[src/rtl/chunked_compare_unit.sv]
// Multi-cycle branch-condition comparator: walks the operands CHUNK_BITS at a time
// from the MSB and stops at the first differing chunk.
module chunked_compare_unit #(
    parameter int NUM_BITS   = 32,
    parameter int CHUNK_BITS = 8
) (
    input  logic                clk,
    input  logic                rst_n,
    input  logic                in_valid,
    output logic                in_ready,
    input  logic [NUM_BITS-1:0] data1,
    input  logic [NUM_BITS-1:0] data2,
    input  logic [2:0]          op,
    output logic                out_valid,
    input  logic                out_ready,
    output logic                equal,
    output logic                not_equal,
    output logic                taken,
    output logic                illegal_op
);
    localparam int NUM_CHUNKS = NUM_BITS / CHUNK_BITS;
    localparam int IW         = (NUM_CHUNKS > 1) ? $clog2(NUM_CHUNKS) : 1;
    localparam logic [CHUNK_BITS-1:0] MSB_M = CHUNK_BITS'(1) << (CHUNK_BITS - 1);

    localparam logic [1:0] S_IDLE = 2'd0;
    localparam logic [1:0] S_CMP  = 2'd1;
    localparam logic [1:0] S_DONE = 2'd2;

    if (CHUNK_BITS < 1 || (NUM_BITS % CHUNK_BITS) != 0) begin : g_bad_chunk
        $error("chunked_compare_unit: CHUNK_BITS must divide NUM_BITS");
    end

    logic [1:0]            state_q, state_d;
    logic [IW-1:0]         idx_q, idx_d;
    logic [NUM_BITS-1:0]   a_q, b_q;
    logic [2:0]            op_q;
    logic                  equal_q, not_equal_q, taken_q, illegal_q;
    logic                  equal_d, not_equal_d, taken_d, illegal_d;
    logic [CHUNK_BITS-1:0] c1, c2;
    logic                  differ, top, lt_u, lt_s, finish, accept;

    always_comb begin
        c1 = '0;
        c2 = '0;
        for (int c = 0; c < NUM_CHUNKS; c++) begin
            if (idx_q == IW'(c)) begin
                c1 = a_q[c*CHUNK_BITS +: CHUNK_BITS];
                c2 = b_q[c*CHUNK_BITS +: CHUNK_BITS];
            end
        end
    end

    // The top chunk carries the sign bit; flipping both MSBs turns the signed
    // ordering into an unsigned one for that chunk only.
    assign top    = (idx_q == IW'(NUM_CHUNKS - 1));
    assign differ = (c1 != c2);
    assign lt_u   = differ && (c1 < c2);
    assign lt_s   = differ && (top ? ((c1 ^ MSB_M) < (c2 ^ MSB_M)) : (c1 < c2));
    assign finish = (state_q == S_CMP) && (differ || idx_q == '0);
    assign accept = in_valid && in_ready;

    assign in_ready  = (state_q == S_IDLE);
    assign out_valid = (state_q == S_DONE);

    always_comb begin
        state_d     = state_q;
        idx_d       = idx_q;
        equal_d     = equal_q;
        not_equal_d = not_equal_q;
        taken_d     = taken_q;
        illegal_d   = illegal_q;
        case (state_q)
            S_IDLE: if (in_valid) begin
                state_d = S_CMP;
                idx_d   = IW'(NUM_CHUNKS - 1);
            end
            S_CMP: if (finish) begin
                state_d     = S_DONE;
                equal_d     = ~differ;
                not_equal_d = differ;
                illegal_d   = (op_q[2:1] == 2'b01);
                case (op_q)
                    3'b000:  taken_d = ~differ;
                    3'b001:  taken_d = differ;
                    3'b100:  taken_d = lt_s;
                    3'b101:  taken_d = ~lt_s;
                    3'b110:  taken_d = lt_u;
                    3'b111:  taken_d = ~lt_u;
                    default: taken_d = 1'b0;
                endcase
            end else begin
                idx_d = idx_q - IW'(1);
            end
            S_DONE: if (out_ready) state_d = S_IDLE;
            default: state_d = S_IDLE;
        endcase
    end

    always_ff @(posedge clk or negedge rst_n) begin
        if (!rst_n) begin
            state_q     <= S_IDLE;
            idx_q       <= '0;
            equal_q     <= 1'b0;
            not_equal_q <= 1'b0;
            taken_q     <= 1'b0;
            illegal_q   <= 1'b0;
        end else begin
            state_q     <= state_d;
            idx_q       <= idx_d;
            equal_q     <= equal_d;
            not_equal_q <= not_equal_d;
            taken_q     <= taken_d;
            illegal_q   <= illegal_d;
        end
    end

    // Operands need no reset; they are only read after an accept.
    always_ff @(posedge clk) begin
        if (accept) begin
            a_q  <= data1;
            b_q  <= data2;
            op_q <= op;
        end
    end

    assign equal      = equal_q;
    assign not_equal  = not_equal_q;
    assign taken      = taken_q;
    assign illegal_op = illegal_q;
endmodule
[config.mk]
export PLATFORM = sky130hd
export DESIGN_NAME = chunked_compare_unit
export DESIGN_NICKNAME = d
export VERILOG_FILES = /design/src/rtl/chunked_compare_unit.sv
export SDC_FILE = /design/constraint.sdc
export NUM_CORES = 1
export LEC_CHECK = 0
export ABC_AREA = 0
export CAP_MARGIN = 20
export CORE_MARGIN = 5
export CORE_UTILIZATION = 40
export DETAILED_ROUTE_END_ITERATION = 7
export GPL_TIMING_DRIVEN = 0
export PLACE_DENSITY_LB_ADDON = 0.2
export REMOVE_ABC_BUFFERS = 1
export SLEW_MARGIN = 20
export SYNTH_ARGS = -nofsm -noshare
export SYNTH_HDL_FRONTEND = slang
export SYNTH_SLANG_ARGS = --single-unit
[constraint.sdc]
create_clock -name clk -period 4.51 [get_ports clk]
set_clock_uncertainty 0.15 [all_clocks]
set_input_delay 0.6765 -clock clk [delete_from_list [all_inputs] [get_ports clk]]
set_output_delay 0.6765 -clock clk [all_outputs]
set_load 0.05 [all_outputs]
==> metrics.csv, run 1 <==
metric;value;unit
Post-CTS Resized;0;
chip height;98.7;microns
H-tree depth;3;
Hold Crit Class;reg -> reg;
number of flops mapped to enable cells by yosys;67;
wire length per cell;14.4;microns
Synth cell types;37;
share of the synthesized area in the top cell type;64.0;%
DIE AREA;0.00973;sq mm
Post-Place Setup Slack;0.488;ns
mapped cell area;0.00314;sq mm
antenna cell count;0;
initial antenna violation count;0;
CTS Buf Count;9;
Initial DRC Count;85;
Main synth FF type;edfxtp_1;
# rows;32;
CTS tree;built;
clock root buffer;clkbuf_8;
WHS;0.331;ns
nets;389;
Area growth, synth to finish;34.0;%
Commonest cells post-synth;edfxtp_1, a21oi_1, nor2_1;
GRT Total Usage;12.7;%
core area;0.00769;sq mm
syn_area_per_cell;13.9;sq um
TritonCTS Sinks;75;
FF+latch area;0.00221;sq mm
Startpoint Class;flop;
post-route setup TNS;0;ns
drc violations;0;
starting density of the core;40.9;%
Die W;98.7;microns
total gr overflow;0;
final setup violation count;0;
GPL Wtd Cong;0.719;
largest cells by area after synthesis;edfxtp_1, dfrtp_1, ha_1;
worst-margin pin slew;0.841;ns
vias post-DR;1962;
Slew HR;43.9;%
Pleak;1.52;nW
final worst path period share;86.3;%
#FFs+latches synth;75;
Post-DRT Antenna Nets;0;
yosys warns;0;
worst endpoint required time;4.58;ns
clk buf depth;2;
critical path type;reg -> reg;
Clock Latency Late Sink;0.34;ns
Final Hold Fails;0;
PortBufs;76;
area of the multi-input gates;856;sq um
outcome;completed;
post-synthesis sequential area ratio;70.4;%
Clk pin slew, worst setup/hold paths;0.07;ns
Syn Inst Count;226;
max-cap viol count;0;
crit-path max FO;18;
Max Slew Vio Count;0;
slack of the critical path;0.618;ns
worst vdd ir;0.000214;V
Max Freq;257;MHz
Post-DP HPWL;4.19;mm
PD cells;444;mW/mm^2
ys async rst share;10.7;%
total design power;1.87;mW
largest net degree at the start of global routing;48;
capturing element type of the critical path;flop;
first-pass GRT wire length;9.56;mm
fillers;680;
CTS Hold Buffers Added;0;
most frequent cell after synthesis;edfxtp_1;
post-CTS setup buffer count;0;
RSZ-0062 raised after global routing;false;
num ports;77;
placed insts;396;
TritonRoute pass-1 iters;4;
vias in the first global route;2070;
share of cells above drive strength 1;8.39;%
Worst EP arrival;3.97;ns
final wirelength;5.92;mm
DR vias/cell;4.76;
Finished Layout Cells;412;
Final Critical Period;3.89;ns
Synth area leader;edfxtp_1;
-- metrics by stage --
stage	utilization, %	area, sq um
after detailed placement	52.3	4020
after CTS	54.8	4210
after global routing	54.8	4210
after floorplan	-	3090
after global placement	51.7	3970
final	54.8	4210
-- cell type report --
type | instances | share of cell area (%)
clock buffer | 10 | 3.03
clock inverter | 6 | 1.51
inverter | 6 | 0.535
multi-input combinational | 135 | 20.3
sequential | 75 | 52.5
tap | 102 | 3.03
timing repair buffer | 78 | 19.1
-- worst paths after layout --
| kind | from | endpoint | slack (ns) | cells after the start |
|---|---|---|---|---|
| min reg2reg | not_equal | not_equal | 0.33 | 1 |
| max | idx_q[1] | taken | 0.62 | 15 |
| max in group asynchronous | rst_n | idx_q[1] | 3.49 | 1 |
| max reg2reg | idx_q[1] | taken | 0.62 | 15 |
| min | not_equal | not_equal | 0.33 | 1 |
| min in group asynchronous | rst_n | state_q[1] | 0.46 | 1 |
-- layout by cell type (no fill, tap or decap), types with 2 or more instances in the layout --
master / netlist / routed
o21ai_0: 3 / 3
nor3_1: 2 / 2
inv_1: 6 / 6
nand4_1: 2 / 2
o21ai_1: 10 / 10
a21oi_1: 28 / 28
dfrtp_1: 8 / 8
ha_1: 13 / 12
nor2_1: 28 / 28
edfxtp_1: 67 / 67
clkdlybuf4s50_1: 0 / 76
a21o_1: 3 / 3
a22oi_1: 15 / 15
clkbuf_8: 0 / 9
nand2_1: 12 / 12
-- registers in the layout, summed over array words and instances, names as in the netlist --
register    count
illegal_op      1
state_q         2
b_q            32
taken           1
op_q            3
a_q            32
equal           1
idx_q           2
not_equal       1
-- routing by layer --
| layer | track usage (%) | share of wire [%] | up-vias |
|---|---|---|---|
| met5 | 0 | 0 | - |
| met4 | 5.99 | 1.7 | 0 |
| met3 | 4.32 | 6.8 | 7 |
| met2 | 21.0 | 49 | 49 |
| met1 | 14.8 | 43 | 906 |
| li1 | - | - | 1000 |
-- cell families (layout without fill, tap and decap cells) --
group | after synthesis | count (layout) | synth area share (%)
adder cells (fa/ha/maj) | 13 | 13 | 5.17
AO/OA/AOI/OAI | 63 | 63 | 12.0
buffers and inverters | 16 | 100 | 2.59
flip-flops | 75 | 75 | 70.4
multiplexers | 2 | 2 | 0.796
AND/OR/NAND/NOR | 55 | 55 | 8.52
XOR/XNOR | 2 | 2 | 0.557
-- critical path, stage by stage (launching register included) --
cell,delay [ns]
dfrtp_1,0.41
inv_1,0.09
ha_1,0.70
nor2b_2,0.35
a22oi_1,0.23
nor2_1,0.06
a21oi_1,0.17
nor2_1,0.07
a21o_1,0.18
ha_1,0.29
nand4_1,0.11
or2_1,0.34
o21ai_2,0.28
nor4_1,0.09
a21oi_1,0.15
o31ai_2,0.08
-- where the power goes --
part	internal, mW	switching [mW]
sequential	0.927	0.0417
clock	0.256	0.243
combinational	0.171	0.232
Note: power is estimated with default switching activity, not from simulation.
==> inputs of run 2 (changes only) <==
--- a/config.mk
+++ b/config.mk
@@ -7,7 +7,6 @@
 export LEC_CHECK = 0
 export ABC_AREA = 0
 export CAP_MARGIN = 20
-export CORE_MARGIN = 5
 export CORE_UTILIZATION = 40
 export DETAILED_ROUTE_END_ITERATION = 7
 export GPL_TIMING_DRIVEN = 0
==> run 2 against run 1 <==
Compared with the run above:
- setup slack gained 0.026 ns
- via count shrank 0.71%
- critical path depth is the same
- combinational power shrank 1%
- utilization grew 1.6 points
- final area shrank 0.77%
- non-clock buffer count shrank 1
- global-route usage grew 2.0 points
- sequential cell count is the same
- routed wire length shrank 7.9%
- die area shrank 16%
- critical path type unchanged
- highest routed layer unchanged
==> metrics.csv, run 2 (synthesis gave the netlist of run 1 again) <==
metric;value;unit
CTS Buf Count;9;
share of cells above drive strength 1;8.12;%
H-tree depth;3;
Worst EP arrival;3.93;ns
Final Hold Fails;0;
commonest non-fill, non-tap cell in the layout;clkdlybuf4s50_1;
most frequent cells in the layout;clkdlybuf4s50_1, edfxtp_1, nor2_1, a21oi_1, a22oi_1;
TritonRoute pass-1 iters;4;
total gr overflow;0;
starting density of the core;42.4;%
Clk pin slew, worst setup/hold paths;0.07;ns
total design power;1.85;mW
RR Startpoint;idx_q[1];
vias post-DR;1948;
Critical Path Sink;taken;
worst r2r dst;taken;
Max Freq;259;MHz
outcome;completed;
reg-to-reg slack, setup;0.64;ns
largest net degree at the start of global routing;45;
num ports;77;
chip height;90.7;microns
Pleak;1.50;nW
Die W;90.7;microns
Hold Crit Class;reg -> reg;
initial antenna violation count;0;
antenna cell count;0;
Top Registers;a_q: 32 flops, b_q: 32 flops, op_q: 3 flops;
Post-DRT Antenna Nets;0;
Slew HR;45.7;%
Post-Place Setup Slack;0.476;ns
Clock Latency Late Sink;0.33;ns
GPL Wtd Cong;0.677;
post-CTS setup buffer count;0;
nets;388;
Post-CTS Resized;0;
CTS tree;built;
Startpoint Class;flop;
Max Slew Vio Count;0;
max-cap viol count;0;
clk buf depth;2;
TritonCTS Sinks;75;
post-route setup TNS;0;ns
Post-DP HPWL;3.66;mm
critical path type;reg -> reg;
drc violations;0;
PortBufs;76;
CTS Hold Buffers Added;0;
crit-path max FO;18;
DR vias/cell;4.79;
clock root buffer;clkbuf_8;
vias in the first global route;1946;
worst-margin pin slew;0.815;ns
RSZ-0062 raised after global routing;false;
Area growth, synth to finish;32.9;%
final worst path period share;85.7;%
PD cells;443;mW/mm^2
final wirelength;5.45;mm
wire length per cell;13.4;microns
Critical Path Start;idx_q[1];
fillers;618;
# rows;31;
worst vdd ir;0.000207;V
Initial DRC Count;108;
core area;0.00741;sq mm
Reg2Reg Depth;15;
capturing element type of the critical path;flop;
GRT Total Usage;14.7;%
Final Critical Period;3.87;ns
first-pass GRT wire length;9.14;mm
hold_sp;not_equal;
DIE AREA;0.00822;sq mm
worst endpoint required time;4.57;ns
slack of the critical path;0.644;ns
final setup violation count;0;
-- run 2: cell count changes in the layout (fill, tap and decap cells not counted) --
| cell | previous run | this run |
|---|---|---|
| ha_1 | 12 | 11 |
| buf_16 | 1 | 0 |
| inv_6 | 1 | 0 |
| buf_12 | 0 | 1 |
| ha_2 | 1 | 2 |
| buf_8 | 1 | 0 |
-- run 2: final cells by class --
cell class	instances	area [sq um]	area share (%)
Inverter	6	22.5	0.539
Timing Repair Buffer	77	781	18.7
Sequential cell	75	2210	52.9
Multi-Input combinational cell	135	858	20.5
Clock inverter	5	55.1	1.32
Tap cell	99	124	2.96
Clock buffer	10	128	3.05
-- run 2: stage by stage --
step                      cell area, sq um  hold slack (ns)  std cells  util, %
after floorplan                       3090            0.231        216        -
after global placement                3970            0.309        391     53.6
after detailed placement              3990            0.323        392     53.9
after CTS                             4180            0.339        407     56.4
after global routing                  4180            0.365        407     56.4
final                                 4180            0.333        407     56.4
-- run 2: where the power goes --
group / switching (mW) / internal [mW] / leakage, nW
Sequential: 0.0405 / 0.927 / 0.722
Combinational: 0.232 / 0.167 / 0.691
Clock: 0.235 / 0.251 / 0.0898
Total: 0.508 / 1.34 / 1.50
-- run 2: worst min-delay path by stage --
stage / cells after the start / slack [ns] / to
floorplan: 0 / 0.23 / equal
global placement: 1 / 0.31 / not_equal
detailed placement: 1 / 0.32 / not_equal
CTS: 1 / 0.34 / not_equal
global route: 1 / 0.37 / not_equal
finish: 1 / 0.33 / not_equal
-- run 2: metal layers --
metal | share of wire [%] | vias up | track usage [%]
met3 | 6.1 | 8 | 5.47
met2 | 48 | 56 | 22.5
met1 | 44 | 889 | 19.0
met5 | 0 | - | 0
li1 | - | 995 | -
met4 | 1.2 | 0 | 5.24
-- run 2: worst max-delay path: stages, from the launching register on --
cell	delay [ns]
dfrtp_1	0.39
inv_1	0.08
ha_1	0.47
nor2b_2	0.71
a22oi_1	0.18
nor2_1	0.15
a21oi_1	0.05
nor2_1	0.11
a21oi_1	0.05
ha_1	0.32
nand4_1	0.13
or2_1	0.33
o21ai_2	0.28
nor4_1	0.09
a21oi_1	0.16
o31ai_2	0.08
